$ cat config.mk
export PLATFORM = sky130hd
export DESIGN_NAME = if_id_pipe_reg
export DESIGN_NICKNAME = d
export VERILOG_FILES = /design/src/rtl/if_id_pkg.sv /design/src/rtl/if_id_pipe_reg_sat_counter.sv /design/src/rtl/if_id_pipe_reg.sv
export SDC_FILE = /design/constraint.sdc
export NUM_CORES = 1
export LEC_CHECK = 0
export ABC_AREA = 1
export BUFFER_PORTS_ARGS = -buffer_cell sky130_fd_sc_hd__clkbuf_2
export CORE_MARGIN = 2
export CORE_UTILIZATION = 45
export CTS_BUF_LIST = sky130_fd_sc_hd__clkbuf_16
export CTS_CLUSTER_DIAMETER = 60
export DETAILED_ROUTE_END_ITERATION = 16
export GPL_TIMING_DRIVEN = 0
export PLACE_DENSITY_LB_ADDON = 0.05
export SYNTH_ARGS = -nofsm -noshare
export SYNTH_HDL_FRONTEND = slang
export SYNTH_HIERARCHICAL = 1
export SYNTH_SLANG_ARGS = --single-unit
$ cat constraint.sdc
create_clock -name clk -period 1.56 [get_ports clk]
set_clock_uncertainty 0.1 [all_clocks]
set_input_delay 0.234 -clock clk [delete_from_list [all_inputs] [get_ports clk]]
set_output_delay 0.234 -clock clk [all_outputs]
set_load 0.005 [all_outputs]
$ cat src/rtl/if_id_pkg.sv
// Package: if_id_pkg
// Shared types and constants for the IF->ID pipeline register.
//   occ_e      occupancy of the register pair {EMPTY, ONE, TWO}
//   payload_t  one fetched beat {pc, instr} at the default widths
//   IF_ID_NOP  instruction presented while no beat is valid (addi x0,x0,0)
package if_id_pkg;

    localparam int          IF_ID_XLEN = 32;
    localparam int          IF_ID_ILEN = 32;
    localparam logic [31:0] IF_ID_NOP  = 32'h0000_0013;

    typedef enum logic [1:0] {
        EMPTY = 2'd0,
        ONE   = 2'd1,
        TWO   = 2'd2
    } occ_e;

    typedef struct packed {
        logic [IF_ID_XLEN-1:0] pc;
        logic [IF_ID_ILEN-1:0] instr;
    } payload_t;

endpackage

$ cat src/rtl/if_id_pipe_reg_sat_counter.sv
// Module: sat_counter
// Enable-increment counter that sticks at all-ones.
// Ports:
//   clk    rising-edge clock
//   rst_n  asynchronous active-low reset (count -> 0)
//   en     increment this cycle
//   cnt    current count
module sat_counter #(
    parameter int W = 32
) (
    input  logic         clk,
    input  logic         rst_n,
    input  logic         en,
    output logic [W-1:0] cnt
);

    always_ff @(posedge clk or negedge rst_n) begin
        if (!rst_n)
            cnt <= '0;
        else if (en && (cnt != {W{1'b1}}))
            cnt <= cnt + 1'b1;
    end

endmodule

$ cat src/rtl/if_id_pipe_reg.sv
// Module: if_id_pipe_reg
// IF->ID pipeline register with valid/ready handshake and a one-deep skid
// slot, so fetch sees a registered in_ready and decode back-pressure never
// loses a beat. One beat/cycle when decode is not stalling.
// Optional feature: define IF_ID_PERF_EN to add stall/flush perf counters.
// Ports:
//   clk, rst_n            clock, asynchronous active-low reset
//   in_valid/in_ready     fetch handshake (in_ready is registered)
//   instr_i, pc_i         fetched beat
//   flush_i               redirect: drop everything held and the incoming beat
//   out_valid/out_ready   decode handshake
//   instr_o, pc_o         beat to decode (NOP / 0 while out_valid=0)
//   stall_cnt_o           [IF_ID_PERF_EN] cycles with out_valid & !out_ready
//   flush_cnt_o           [IF_ID_PERF_EN] cycles with flush_i asserted
module if_id_pipe_reg
    import if_id_pkg::*;
#(
    parameter int              XLEN  = IF_ID_XLEN,
    parameter int              ILEN  = IF_ID_ILEN,
    parameter logic [ILEN-1:0] NOP   = ILEN'(IF_ID_NOP),
    parameter int              CNT_W = 32
) (
    input  logic            clk,
    input  logic            rst_n,
    input  logic            in_valid,
    output logic            in_ready,
    input  logic [ILEN-1:0] instr_i,
    input  logic [XLEN-1:0] pc_i,
    input  logic            flush_i,
    output logic            out_valid,
    input  logic            out_ready,
    output logic [ILEN-1:0] instr_o,
    output logic [XLEN-1:0] pc_o
`ifdef IF_ID_PERF_EN
    ,
    output logic [CNT_W-1:0] stall_cnt_o,
    output logic [CNT_W-1:0] flush_cnt_o
`endif
);

    typedef struct packed {
        logic [XLEN-1:0] pc;
        logic [ILEN-1:0] instr;
    } slot_t;

    localparam slot_t BUBBLE = '{pc: '0, instr: NOP};

    occ_e  state;
    slot_t out_slot;
    slot_t skid_slot;
    slot_t in_beat;
    logic  acc;
    logic  rel;

    assign in_beat = '{pc: pc_i, instr: instr_i};
    assign acc     = in_valid & in_ready;
    assign rel     = out_valid & out_ready;

    // out_valid and in_ready are kept as registers alongside the state so
    // neither output has a combinational path from any input.
    // The output slot is reloaded with BUBBLE whenever it empties, which is
    // what makes instr_o/pc_o read NOP/0 while out_valid is low.
    always_ff @(posedge clk or negedge rst_n) begin
        if (!rst_n) begin
            state     <= EMPTY;
            out_slot  <= BUBBLE;
            skid_slot <= BUBBLE;
            out_valid <= 1'b0;
            in_ready  <= 1'b1;
        end else if (flush_i) begin
            // Flush beats any same-cycle accept: the incoming beat is dropped.
            state     <= EMPTY;
            out_slot  <= BUBBLE;
            skid_slot <= BUBBLE;
            out_valid <= 1'b0;
            in_ready  <= 1'b1;
        end else begin
            case (state)
                EMPTY: begin
                    if (acc) begin
                        out_slot  <= in_beat;
                        out_valid <= 1'b1;
                        state     <= ONE;
                    end
                end
                ONE: begin
                    if (acc && rel) begin
                        out_slot <= in_beat;
                    end else if (acc) begin
                        // Decode stalled: park the new beat behind the output.
                        skid_slot <= in_beat;
                        in_ready  <= 1'b0;
                        state     <= TWO;
                    end else if (rel) begin
                        out_slot  <= BUBBLE;
                        out_valid <= 1'b0;
                        state     <= EMPTY;
                    end
                end
                TWO: begin
                    // in_ready is low here, so only a release can happen.
                    if (rel) begin
                        out_slot <= skid_slot;
                        in_ready <= 1'b1;
                        state    <= ONE;
                    end
                end
                default: begin
                    state     <= EMPTY;
                    out_slot  <= BUBBLE;
                    out_valid <= 1'b0;
                    in_ready  <= 1'b1;
                end
            endcase
        end
    end

    assign instr_o = out_slot.instr;
    assign pc_o    = out_slot.pc;

`ifdef IF_ID_PERF_EN
    // Counters only see reset; flush is an event they count, not a clear.
    sat_counter #(.W(CNT_W)) u_stall_cnt (
        .clk   (clk),
        .rst_n (rst_n),
        .en    (out_valid & ~out_ready),
        .cnt   (stall_cnt_o)
    );

    sat_counter #(.W(CNT_W)) u_flush_cnt (
        .clk   (clk),
        .rst_n (rst_n),
        .en    (flush_i),
        .cnt   (flush_cnt_o)
    );
`endif

endmodule
==> results.json <==
{
  "required_ps": 1770,
  "grt.overflow.total": 0,
  "drive_gt1_frac": 0.2310,
  "yosys.area_share.xor_xnor": 0,
  "vias_per_cell": 4.975,
  "drt_iter0_drc": 448,
  "setup_violations": 0,
  "nets": 1177,
  "cts_sinks": 132,
  "cts_root_buffer": "clkbuf_16",
  "vias": 6492,
  "yosysWarnings": 6,
  "worstPathMaxFanout": 10,
  "postSynthCellCount": 880,
  "wl_per_cell_um": 13.99,
  "worstSetupStartpointType": "flip-flop",
  "synth_top_family_by_area": "simple AND/OR/NAND/NOR gates",
  "fmax_ghz": 0.6454,
  "fin_crit_sh": 0.9933,
  "grt_pass1_vias": 6247,
  "maxCapViolCount": 0,
  "rsz0062_at_grt": "yes",
  "rows": 44,
  "initial_core_util": 0.4583,
  "period_minus_slack_ps": 1550,
  "max_stage_delay_ps": 460,
  "synth.area.top_cells": "dfrtp_1 47%, nand2_1 26%, nand3_1 14%, dfstp_2 2.8%, buf_6 2.4%",
  "ios": 135,
  "path_cells": "nor2_4, nand3_4, nand3_4, nor2_4, buf_12, buf_8, nand2_1, nand2_1",
  "synthAdderAreaFrac": 0,
  "path_class": "flip-flop to flip-flop",
  "clkLatencyLatePin_ps": 420,
  "layout_commonest_cell": "nand2_1",
  "dr.pass1.iters": 5,
  "synth_seq_cells": 132,
  "ant_nets": 0,
  "hold_path_class": "input port to flip-flop",
  "wl_um": 18250,
  "stdcell_area_sq_um": 9107,
  "cp.arrival_ps": 1760,
  "cts_buffer_depth": 2,
  "synth-seq-area-share": 0.5010,
  "synthToLayoutAreaGrowth_pct": 37.78,
  "place_congestion": 0.7647,
  "hold_viol": 0,
  "cts_tree": "done",
  "syn-num-nets": 949,
  "worst_pin_slew_ps": 508.7,
  "p_leak_nw": 5.000,
  "synth_top_area_cell": "dfrtp_1",
  "cp-end-kind": "flip-flop",
  "grt_max_degree": 75,
  "track_usage": 0.2447,
  "dieArea_sq_um": 15680,
  "synth_top_area_share": 0.4732,
  "htreeDepth": 4,
  "placed_cell_area_sq_um": 7547,
  "status": "finished clean",
  "fillCellCount": 1314,
  "grt_antenna_before_repair": 0,
  "power_w": 0.01237,
  "slew_headroom": 0.6609,
  "port-buffer-count": 134,
  "dp_hpwl_um": 11790,
  "synth_compound_area_frac": 0.01268,
  "ys_types": 21,
  "fp.dieW_um": 125.2,
  "core-area_sq_um": 14420,
  "antenna_cells": 0,
  "hold-worst-slack_ps": 16.20,
  "cts_buffers": 17,
  "synth_simple_gate_area_frac": 0.4187,
  "cp_slowest_cell": "dfrtp_2",
  "setup_tns_ps": 0,
  "layout_common_cells": "444 x nand2_1, 186 x nand3_1, 133 x clkbuf_2",
  "avgSynthCellArea_sq_um": 7.511,
  "peakVddDrop_mv": 0.7553,
  "drc": 0,
  "die_h_um": 125.2,
  "syn-cell-area_sq_um": 6610,
  "finalMaxSlewViolations": 0,
  "grt_pass1_wl_um": 31040,
  "muxShareOfSynthArea": 0,
  "power-per-cell-area_nw_per_um2": 1358,
  "clk_pin_slew_ps": 50
}
## path summary, 6_finish.rpt
path / from / to / slack [ps] / cells past startpoint
worst max register to register: state[0] / pc_o[31] / 10 / 8
min in group asynchronous: rst_n / pc_o[27] / 230 / 2
max in group asynchronous: rst_n / state[1] / 370 / 3
worst min register to register: skid_slot[39] / skid_slot[39] / 370 / 2
worst min-delay path: pc_i[15] / skid_slot[47] / 20 / 3
worst max-delay path: state[0] / pc_o[31] / 10 / 8
## area by class of cell
cell class / instances / area [sq um] / share of cell area
inverter: 15 / 72.57 / 0.007968
buffer: 58 / 584.3 / 0.06416
timing repair buffer: 209 / 1451 / 0.1594
tap: 184 / 230.2 / 0.02528
sequential: 132 / 3314 / 0.3639
multi-input combinational: 675 / 2942 / 0.3230
clock inverter: 15 / 87.58 / 0.009617
clock buffer: 17 / 425.4 / 0.04671
## flip-flops by register name, summed over array words and instances (netlist names)
signal     flops
state          2
instr_o       32
in_ready       1
out_valid      1
pc_o          32
skid_slot     64
## through the flow
| step | instances | setup slack [ps] | util |
|---|---|---|---|
| finish | 1305 | 10.47 | 0.6314 |
| global route | 1305 | -76.94 | 0.6314 |
| CTS | 1299 | -24.29 | 0.6138 |
| detailed placement | 1199 | -280.6 | 0.5232 |
| global placement | 1198 | -2097 | 0.5207 |
| floorplan | 880 | 109.6 | - |
## worst max-delay path, delay by kind of cell, from the launching register on
kind	cells	cell delay (ps)
and+or+nand+nor	6	570
DFF	1	460
buffers and inverters	2	290
## metal layers
layer	wire length, um	global-route usage
met4	218	0.06928
met5	0	0
met3	879	0.04322
met1	8587	0.3406
met2	8565	0.3967
## cell families after synthesis
family	after synthesis
compound gates	16
simple gates	659
flops	132
buf+inv	73
## what timing repair did
action | in CTS | in global routing
pin swaps | 3 | 6
buffers inserted | 5 | 6
gates resized for setup | 40 | 67
hold buffers | 63 | 0
endpoints found under the setup margin | 123 | 123
endpoints found under the hold margin | 116 | 0
## cells in the mapped netlist
master,instances
a21o_1,1
a31oi_1,1
buf_2,21
buf_4,11
buf_6,14
clkbuf_1,12
clkinv_1,1
dfrtp_1,125
dfstp_2,7
inv_1,10
inv_2,4
nand2_1,454
nand2_2,3
nand3_1,186
nand3_2,4
nand3_4,1
nand4_1,1
nor2_1,7
nor2_2,2
nor2_4,1
o21ai_0,14
## power breakdown
part           switching, W  internal [W]  total [W]
Clock               0.00143       0.00211    0.00354
Combinational       0.00235       0.00184    0.00419
Sequential         0.000422       0.00421    0.00463
Total               0.00421       0.00816     0.0124
No activity file was read; power rests on OpenSTA's default activity.
